==> src/rtl/stack_ctrl.sv <==
// stack_ctrl -- command master for the 8x8 stack block.
//
// Accepts push/pop/clear/nop requests on a valid/ready port, drives the
// stack's cmd/data_in for exactly one clock per accepted operation and
// returns one response beat (popped byte + error flag) per request. The
// stack itself has no reset, so this block issues a clear after every reset.
//
// Optional feature macro: STACK_CTRL_CHECK_EN
//   When defined, the local occupancy count is cross-checked against the
//   stack's full/empty flags. Any disagreement sets the sticky sync_err and
//   forces rsp_err on the push/pop that completed with it.
//   When undefined, sync_err is tied low.
//
// Ports:
//   clk, rst_n                 clock, asynchronous active-low reset
//   req_valid/req_ready        request handshake
//   req_op[1:0], req_data[7:0] 00 nop, 01 clear, 10 push, 11 pop; push data
//   rsp_valid/rsp_ready        response handshake
//   rsp_data[7:0], rsp_err     popped byte (0 otherwise), reject/stack error
//   stk_cmd, stk_data_in       registered command/data to the stack
//   stk_data_out, stk_full, stk_empty, stk_error   stack status inputs
//   depth                      local occupancy count, 0..DEPTH
//   sync_err                   sticky flag/count mismatch
module stack_ctrl #(
  parameter int DEPTH  = 8,
  parameter int RD_LAT = 1,
  localparam int DW    = $clog2(DEPTH + 1)
) (
  input  logic          clk,
  input  logic          rst_n,
  input  logic          req_valid,
  output logic          req_ready,
  input  logic [1:0]    req_op,
  input  logic [7:0]    req_data,
  output logic          rsp_valid,
  input  logic          rsp_ready,
  output logic [7:0]    rsp_data,
  output logic          rsp_err,
  output logic [1:0]    stk_cmd,
  output logic [7:0]    stk_data_in,
  input  logic [7:0]    stk_data_out,
  input  logic          stk_full,
  input  logic          stk_empty,
  input  logic          stk_error,
  output logic [DW-1:0] depth,
  output logic          sync_err
);

  localparam int CW = (RD_LAT > 1) ? $clog2(RD_LAT) : 1;

  localparam logic [1:0] OP_NOP  = 2'b00;
  localparam logic [1:0] OP_CLR  = 2'b01;
  localparam logic [1:0] OP_PUSH = 2'b10;
  localparam logic [1:0] OP_POP  = 2'b11;

  typedef enum logic [2:0] {INIT0, INIT1, IDLE, ISSUE, WAIT, RESP} state_t;

  state_t          state_reg;
  logic [1:0]      op_reg;
  logic [CW-1:0]   cnt_reg;
  logic [DW-1:0]   depth_upd;
  logic            force_err;
  logic            reject;

  // Occupancy after the in-flight operation completes; a stack-reported
  // error means the operation had no effect.
  always_comb begin
    depth_upd = depth;
    if (!stk_error) begin
      case (op_reg)
        OP_PUSH: depth_upd = depth + DW'(1);
        OP_POP:  depth_upd = depth - DW'(1);
        OP_CLR:  depth_upd = '0;
        default: depth_upd = depth;
      endcase
    end
  end

  // Requests that would overflow/underflow never reach the stack.
  assign reject = ((req_op == OP_PUSH) && (depth == DW'(DEPTH))) ||
                  ((req_op == OP_POP)  && (depth == '0));

`ifdef STACK_CTRL_CHECK_EN
  function automatic logic flags_mismatch(input logic [DW-1:0] d,
                                          input logic full, input logic empty);
    return ((d == DW'(DEPTH)) != full) || ((d == '0) != empty);
  endfunction

  logic chk_cap;
  logic chk_idle;

  // At the capture edge the stack flags already reflect the operation, so
  // they are compared with the post-operation count.
  assign chk_cap   = flags_mismatch(depth_upd, stk_full, stk_empty);
  assign chk_idle  = flags_mismatch(depth, stk_full, stk_empty);
  assign force_err = ((op_reg == OP_PUSH) || (op_reg == OP_POP)) && chk_cap;

  always_ff @(posedge clk or negedge rst_n) begin
    if (!rst_n) begin
      sync_err <= 1'b0;
    end else if (((state_reg == WAIT) && (cnt_reg == '0) && chk_cap) ||
                 ((state_reg == IDLE) && chk_idle)) begin
      sync_err <= 1'b1;
    end
  end
`else
  logic unused_flags;
  assign unused_flags = stk_full ^ stk_empty;
  assign force_err    = 1'b0;
  assign sync_err     = 1'b0;
`endif

  always_ff @(posedge clk or negedge rst_n) begin
    if (!rst_n) begin
      state_reg   <= INIT0;
      op_reg      <= OP_NOP;
      cnt_reg     <= '0;
      stk_cmd     <= OP_NOP;
      stk_data_in <= '0;
      req_ready   <= 1'b0;
      rsp_valid   <= 1'b0;
      rsp_data    <= '0;
      rsp_err     <= 1'b0;
      depth       <= '0;
    end else begin
      case (state_reg)
        INIT0: begin
          stk_cmd   <= OP_CLR;   // stack contents are unknown after reset
          state_reg <= INIT1;
        end
        INIT1: begin
          stk_cmd   <= OP_NOP;
          req_ready <= 1'b1;
          state_reg <= IDLE;
        end
        IDLE: begin
          if (req_valid && req_ready) begin
            req_ready <= 1'b0;
            op_reg    <= req_op;
            if ((req_op == OP_NOP) || reject) begin
              rsp_data  <= '0;
              rsp_err   <= reject;
              rsp_valid <= 1'b1;
              state_reg <= RESP;
            end else begin
              stk_cmd <= req_op;
              if (req_op == OP_PUSH) begin
                stk_data_in <= req_data;
              end
              state_reg <= ISSUE;
            end
          end
        end
        ISSUE: begin
          stk_cmd   <= OP_NOP;   // one-clock command pulse
          cnt_reg   <= CW'(RD_LAT - 1);
          state_reg <= WAIT;
        end
        WAIT: begin
          if (cnt_reg == '0) begin
            rsp_data  <= (op_reg == OP_POP) ? stk_data_out : 8'h00;
            rsp_err   <= stk_error | force_err;
            depth     <= depth_upd;
            rsp_valid <= 1'b1;
            state_reg <= RESP;
          end else begin
            cnt_reg <= cnt_reg - CW'(1);
          end
        end
        RESP: begin
          if (rsp_ready) begin
            rsp_valid <= 1'b0;
            req_ready <= 1'b1;
            state_reg <= IDLE;
          end
        end
        default: state_reg <= INIT0;
      endcase
    end
  end

endmodule

==> config.mk <==
export PLATFORM = sky130hd
export DESIGN_NAME = stack_ctrl
export DESIGN_NICKNAME = d
export VERILOG_FILES = /design/src/rtl/stack_ctrl.sv
export SDC_FILE = /design/constraint.sdc
export NUM_CORES = 1
export LEC_CHECK = 0
export CAP_MARGIN = 5
export CORE_MARGIN = 3
export CORE_UTILIZATION = 41
export CTS_CLUSTER_SIZE = 30
export DETAILED_ROUTE_END_ITERATION = 6
export PLACE_DENSITY = 0.88
export SLEW_MARGIN = 20
export SYNTH_ARGS = -nofsm -noshare
export SYNTH_HDL_FRONTEND = slang
export SYNTH_SLANG_ARGS = --single-unit
==> constraint.sdc <==
create_clock -name clk -period 1.8 [get_ports clk]
set_clock_uncertainty 0.1 [all_clocks]
set_input_delay 0.36 -clock clk [delete_from_list [all_inputs] [get_ports clk]]
set_output_delay 0.36 -clock clk [all_outputs]
set_load 0.01 [all_outputs]
==> impl_summary.md <==
Logic synthesis
The count of warnings emitted by yosys is 0. After synthesis, the share of cell area in mux cells is 0.0662. After synthesis the netlist holds a flip-flop and latch count of 30. The complex-gate fraction of the synthesized area is 0.199. The arithmetic-cell share of the synthesized area counting full adders, half adders and majority gates is 0.0294.

The mean post-synth cell area is 10.4 sq um. Synthesis instantiated 39 different standard cells from the library. Of the total synthesized cell area, the portion taken by AND, OR, NAND and NOR gates is 0.164. The cell area that synthesis handed to floorplanning was 0.00153 sq mm. The number of cells produced by synthesis is 147. The main combinational cell family by area after synthesis is compound AO/OA/AOI/OAI gates.

The proportion of synthesized chip area in sequential cells is 0.491. The post-synthesis share of cell area spent on xor and xnor gates is 0.0114. The post-synthesis net count is approximately 180.

Critical path
Along the worst path, the maximum fanout reaches 8. The category of the worst setup path capture point is a flip-flop. The type of origin of the critical path is a flip-flop.

The endpoint arrival time on the critical path is 1.81 ns. The worst setup path is of the flip-flop to flip-flop kind. The required time of the worst setup path is 1.86 ns.

Die
The die is 67.1 microns wide. The count of pins on the block boundary is 51. The total die area is 0.00450 sq mm. The floorplan step set the die height to 67.1 microns.

The starting density of the core is 0.441. The area of the core is 0.00347 sq mm. In this run the core area contains 21 standard-cell rows.

Clocking
The clock latency at the later pin of the worst-skew pair is between 0.2 and 0.3 ns. The longest clock path from root to sink contains 2 buffers. The clock slew seen by the registers of the worst setup and hold paths is 0.07 ns. The number of clock sinks is 30. The clock tree from TritonCTS is yes. The number of buffers added by the clock tree synthesis step is 5. The root buffer cell is sky130_fd_sc_hd__clkbuf_8.

The total number of H-tree levels is 2.

Power and ir drop
The overall power consumption is between 3 and 4 mW. Power spread over the standard cell area amounts to 1570 mW/mm^2. Of the total power, the share spent switching nets is 0.358.

The part of the power in combinational logic is 0.536. The static leakage is 1.09 nW. The internal power of the cells is around 2.4 mW. The share of total power dissipated in sequential elements is 0.314. The share of total power dissipated in the clock network is 0.151.

VDD sags by at most about 0.99 mV. The net switching power figure is 1.33 mW.

Cells and area
After the last flow step, the layout net total stands at 249. The fraction of the core area covered by cells at the end of the flow is 0.682. In the final layout, the share of cells above drive strength 1 is 0.243. Once layout is complete, the cells apart from fillers number approximately 270.

The number of antenna diodes is 0. The largest registers in the layout are rsp_data (8), stk_data_in (8), depth (4). The area growth from synthesis to layout is 54.6%. After routing the design area is 0.00237 sq mm.

Route
The final route contains between 1,000 and 1,500 vias. The total wirelength of the detailed-routed design is 3820 microns. For this run, the detailed router's first-pass iteration total came to 4. The number of design-rule violations left by the first detailed-router iteration is 80. In the routed layout, each cell is associated on average with a via count of 5.28. The final antenna-violating net count is 0.

The average wire per standard cell is about 14 microns. The DRC violation count after routing is 0.

STA
The final setup TNS is 0 ns. In the finished design, the share of the clock period the worst path needs comes to 0.969. Setup repair after global routing left no endpoint under its margin.

Setup violations remaining at the end of the flow were counted as 0. The least setup slack across all paths after layout is 0.0550 ns. The number of pins exceeding their max-slew limit in the final report is 0. The final critical path time including I/O delays and setup is 1.75 ns.

Hold is met by between 0.3 and 0.4 ns. The achievable frequency is 573 MHz. The number of hold violations in the final report is 0.

Placed design
The detailed placer's ending HPWL is 2690 microns. Once placement completed, the tool counted placed cells totaling 259. Timing analysis after detailed placement gives a worst setup slack of -0.412 ns.

Buffers placed on the I/O ports in this run total 47. The standard cell area after detailed placement is 0.00223 sq mm. Routability-driven placement finished with a final weighted congestion of 0.837.

Global route
The global-route usage over all layers is 0.187. The first global-routing pass estimated approximately 6300 microns of wire. After global routing the overflow that remains totals 0.

The number of global-route vias before repair came to 1,413. Entering global routing, the biggest net connects 31 pins. The initial antenna violation count is 0.

Run status
The run finished with clean final reports.

Worst hold path
The class of the tightest hold or removal check is primary input to async pin.

Run
The number of violations of the max-capacitance limit is 0.
## cell usage after synthesis, drive strengths merged
cell type  instances  area [sq um]
dfrtp             30           751
nand2             21          78.8
o21ai             20           100
mux2               9           101
a22oi              7          52.6
buf                6          35.0
a21oi              5          25.0
and2               4          25.0
nand3              4          32.5
o211ai             4          30.0
clkbuf             3          11.3
inv                3          11.3
nor2               3          11.3
and3b              2          17.5
ha                 2          25.0
nor3               2          10.0
o221ai             2          17.5
a211oi             1          20.0
a311o              1          10.0
a31o               1          8.76
a32o               1          10.0
a32oi              1          8.76
and2b              1          8.76
and3               1          6.26
conb               1          3.75
fa                 1          20.0
nand2b             1          6.26
nand3b             1          7.51
nor2b              1          6.26
nor3b              1          7.51
nor4b              1          15.0
nor4bb             1          10.0
o31ai              1          12.5
o32ai              1          8.76
or2b               1          7.51
xnor2              1          8.76
xor2               1          8.76
## per-layer routing
metal,wire length [microns],up-vias,track usage
met5,0,-,0
met1,1660,688,0.220
met4,62,0,0.0785
li1,-,678,-
met3,155,6,0.0422
met2,1940,42,0.321
## final cells by class
type	instances	area [sq um]
Tap cell	46	57.6
Clock buffer	6	82.6
Sequential cell	30	751
Clock inverter	2	12.5
Timing Repair Buffer	76	708
Inverter	3	11.3
Fill cell	297	1100
Multi-Input combinational cell	105	743
## cells by family after synthesis
family                     after synthesis
AOI/OAI and AO/OA                       45
xor gates and xnor gates                 2
adders and majority gates                3
buffers and inverters                   12
DFF                                     30
muxes                                    9
other                                    1
and+or+nand+nor                         45
## path summary, 6_finish.rpt
check                                from  slack [ns]  depth (start not counted)             end
hold / removal                      rst_n        0.37                          2         rsp_err
max in group asynchronous           rst_n        0.95                          2     rsp_data[5]
setup / recovery             state_reg[1]        0.05                          5  stk_data_in[1]
hold reg to reg            stk_data_in[3]        0.41                          1  stk_data_in[3]
setup reg to reg             state_reg[1]        0.05                          5  stk_data_in[1]
min in group clk           stk_data_in[3]        0.41                          1  stk_data_in[3]
## worst max-delay path, cell delays in order, from the launching register on
cell                       delay (ns)
sky130_fd_sc_hd__dfrtp_1         0.47
sky130_fd_sc_hd__and2b_2         0.23
sky130_fd_sc_hd__nand3_4         0.09
sky130_fd_sc_hd__a211oi_4        0.24
sky130_fd_sc_hd__buf_12          0.16
sky130_fd_sc_hd__mux2_2          0.33
## layout by cell type (no fill, tap or decap), types with 2 or more instances in the layout
cell type                         count
sky130_fd_sc_hd__clkbuf_8             6
sky130_fd_sc_hd__inv_1                3
sky130_fd_sc_hd__o221ai_1             2
sky130_fd_sc_hd__nor2_1               3
sky130_fd_sc_hd__a22oi_1              7
sky130_fd_sc_hd__dlygate4sd2_1        2
sky130_fd_sc_hd__o211ai_1             4
sky130_fd_sc_hd__and2_1               4
sky130_fd_sc_hd__dlymetal6s2s_1       4
sky130_fd_sc_hd__a21oi_1              5
sky130_fd_sc_hd__nor3_1               2
sky130_fd_sc_hd__mux2_2               8
sky130_fd_sc_hd__ha_1                 2
sky130_fd_sc_hd__buf_4               28
sky130_fd_sc_hd__o21ai_0             19
sky130_fd_sc_hd__clkdlybuf4s50_1     41
sky130_fd_sc_hd__nand2_1             21
sky130_fd_sc_hd__nand3_1              3
sky130_fd_sc_hd__dfrtp_1             30
## power by group through the flow
stage	Clock, mW	Combinational [mW]	Sequential, mW
floorplan	0	0.828	1.30
global placement	0	1.90	1.16
detailed placement	0	1.95	1.17
CTS	0.572	1.99	1.17
global route	0.613	2.18	1.21
finish	0.559	1.99	1.17
## repair_timing
action / 4_1_cts / 5_1_grt
hold buffers: 0 / 0
setup buffers: 1 / 0
resized for setup: 5 / 6
setup endpoints to repair: 19 / 10
pin swaps: 4 / 0
No activity file was read; power rests on OpenSTA's default activity.
==> variant 1: new RTL, same settings <==
Encoding of `state_t`: now one-hot (6 bits for 6 states).
--- a/src/rtl/stack_ctrl.sv
+++ b/src/rtl/stack_ctrl.sv
@@ -55,3 +55,3 @@
 
-  typedef enum logic [2:0] {INIT0, INIT1, IDLE, ISSUE, WAIT, RESP} state_t;
+  typedef enum logic [5:0] {INIT0 = 6'b000001, INIT1 = 6'b000010, IDLE = 6'b000100, ISSUE = 6'b001000, WAIT = 6'b010000, RESP = 6'b100000} state_t;
 
Formal check against the unedited RTL: same outputs for any inputs over 10 cycles, from zero or initial values and one cycle with rst_n low; not proved beyond that.
==> variant 1 against the original RTL <==
The flow now finishes with violations (negative setup slack); sequential cell count is 3 higher; utilization is 0.87 points higher; wire length is 25% higher; die area is 5.1% higher; critical path depth is 1 higher; global-route usage increased by 2.8 points; area after synthesis increased by 5.6%; clock power rose by 33%; cell area rose by 9.3%; sequential power is 11% lower; total power shrank 20%; non-clock buffer count increased by 3; worst setup slack worse by 0.48 ns; largest power group unchanged.
==> variant 1: results (changes against the original RTL) <==
status=complete, but fails checks; failing checks=negative setup slack; Final setup viols=23 (+23); slowest stage delay, CP=0.55 ns (+0.08 ns); compound-cell area share of the yosys netlist=16.33% (-3.5 points); Via density=5.682 (+7.7%); syn_nets=172 (-1.7%); worst setup margin=-0.4252 ns (-0.4802 ns); crit path max fanout=4 (-4); Worst path top cell family by delay=simple AND/OR/NAND/NOR gates; largest net degree at the start of global routing=34 (+9.7%); DR vias=1557 (+10%); DRT iter0 DRCs=73 (-8.8%); GP Congestion=0.8809 (+5.2%); # nets final=251 (+0.80%); Synth top cells by count=dfrtp_1 (32), o21ai_0 (15), mux2_2 (12), nand2_1 (9), nor2_1 (9); Placed Area=2346 um^2 (+5.0%); Setup crit end=stk_cmd[1]$_DFFE_PN0P_; IR drop worst, VDD=0.5642 mV (-43%); Global Route Usage Sum=21.44% (+2.8 points); Worst Path Arrival=2.31 ns (+0.50 ns); layout cells sized above 1=31.42% (+7.1 points); # resized after CTS=12 (+7); DP Cell Count=261 (+0.77%); Lkg Pwr=0.001144 uW (+5.2%)
[variant 1: worst reg2reg max path, cell delays in order (launching register included)]
cell and delay (ns):
dfrtp_1 0.38, or4_4 0.55, nor3b_4 0.26, nand3_4 0.14, buf_4 0.16, and2b_2 0.23
mux2_4 0.29
[variant 1: final cells by class]
class,instances,area (um^2)
Timing Repair Buffer,79,743.2
Fill cell,251,1157
Inverter,2,7.507
Tap cell,48,60.06
Sequential cell,33,830.8
Clock inverter,2,37.54
Clock buffer,6,82.58
Multi-Input combinational cell,104,824.5
[variant 1: layer usage]
| layer | GRT usage, % | vias to the layer above | part of all wire, % |
|---|---|---|---|
| met2 | 35.04 | 85 | 51 |
| li1 | - | 693 | - |
| met3 | 7.455 | 10 | 7.5 |
| met5 | 0 | - | 0 |
| met1 | 26.24 | 769 | 40 |
| met4 | 7.543 | 0 | 1.6 |
[variant 1: report_power, final]
group          internal [uW]  switching (uW)  total [uW]  leakage [uW]
combinational            641             543        1180      0.000662
clock                    450             291         741     0.0000574
sequential               901             136        1040      0.000425
==> variant 2: new RTL, config.mk and constraints unchanged <==
Without the edit above. The option `STACK_CTRL_CHECK_EN` is turned on by a define.
--- a/src/rtl/stack_ctrl.sv
+++ b/src/rtl/stack_ctrl.sv
@@ -23,2 +23,4 @@
 //   sync_err                   sticky flag/count mismatch
+`define STACK_CTRL_CHECK_EN
+
 module stack_ctrl #(
Function: changed (a bounded check fails within 4 cycles, from zero or initial values and one cycle with rst_n low).
==> variant 2 against the original RTL <==
The flow now finishes with violations (negative setup slack); cell area grew 14%; worst setup slack worse by 0.55 ns; count of clock-buffer cells in the layout is the same; wire length up 23%; sequential cell count increased by 1; global-route usage increased by 1.6 points; clock power shrank 2%; final cell count increased by 5.6%; combinational power is 33% higher; area after synthesis grew 2.8%; total power grew 20%; critical path type unchanged; largest power group unchanged; highest routed layer unchanged.
==> variant 2: results (changes against the original RTL) <==
met3 GRT Util=5.747% (+1.5 points); WHS=0.3670 ns (-0.007234 ns); Slew headroom=about three quarters; failing checks=negative setup slack; worst reg-to-reg path cell count=8 (+3); # resized after CTS=10 (+5); Synth Area per Inst=10.56 um^2 (+1.4%); DRT iter0 DRCs=171 (+110%); Final setup viols=22 (+22); detailed-route wire length on metal 1=1.788 mm (+7.6%); Yosys cell types=45 (+15%); internal power=2800 uW (+17%); detailed placement HPWL=3.159 mm (+17%); dpl ws=-0.7222 ns (-0.3100 ns); vias in the first global route=1533 (+8.5%); post-route setup TNS=-2.465 ns (-2.465 ns); worst setup margin=-0.4942 ns (-0.5491 ns); DP Cell Count=267 (+3.1%); Worst Path Arrival=2.37 ns (+0.56 ns); DRT Pass-1 Iters=5 (+1); IO buf count=50 (+6.4%); Post-CTS Setup Bufs=3 (+2); routed length on met3=324 um (+110%); FF-to-FF setup slack=-0.49 ns (-0.55 ns); Post-synth ARST share=100.0% (unchanged); Global Route Usage Sum=20.28% (+1.6 points); GR met2 Demand/Resource=35.74% (+3.6 points); Crit-path slowest cell=dfrtp_1; slowest stage delay, CP=0.41 ns (-0.06 ns); Synth top cells by count=dfrtp_1 (31), nand2_1 (15), mux2_2 (10), a22o_1 (9); Worst path top cell family by delay=compound AO/OA/AOI/OAI gates; Non-Filler Instances=283 (+5.6%); status=complete, but fails checks; largest net degree at the start of global routing=32 (+3.2%); routed wire length on met2=2.535 mm (+31%); crit path max fanout=4 (-4); layout cells sized above 1=35.02% (+11 points); Lkg Pwr=0.001232 uW (+13%); Via density=5.505 (+4.3%); top sig layer=met4; met1 global-route usage=23.18% (+1.2 points); synth top area cells=dfrtp_1 (49%), mux2_2 (7.2%), a22o_1 (5.0%); syn_nets=176 (+0.57%); crit path launch=op_reg[0]$_DFFE_PN0P_; Seq/Total Area, Yosys=49.32% (+0.26 points); first-pass GRT wire length=6.920 mm (+10%); IR drop worst, VDD=0.8600 mV (-13%)
## variant 2: power by group through the flow
stage / clock network (uW) / registers (uW) / logic [uW]
3_3_place_gp: 0 / 1220 / 2060
6_report: 550 / 1260 / 2640
4_1_cts: 558 / 1240 / 2230
5_1_grt: 602 / 1300 / 2840
2_1_floorplan: 0 / 1310 / 969
3_5_place_dp: 0 / 1240 / 2130
## variant 2: cells by family (layout without fill, tap and decap cells)
family | Yosys count | count (layout) | synth area share [%]
muxes | 11 | 11 | 7.796
and+or+nand+nor | 46 | 46 | 15.91
DFF | 31 | 31 | 49.32
buffers and inverters | 12 | 100 | 3.102
xor gates and xnor gates | 2 | 2 | 1.114
adders and majority gates | 2 | 2 | 1.591
AOI/OAI and AO/OA | 45 | 45 | 21.16
## variant 2: final cells by class
cell class	count	area (um^2)
Clock buffer	6	82.58
Clock inverter	1	5.005
Tap cell	46	57.56
Multi-Input combinational cell	106	949.7
Timing Repair Buffer	88	812.0
Sequential cell	31	778.2
Fill cell	247	817.0
Inverter	5	18.77
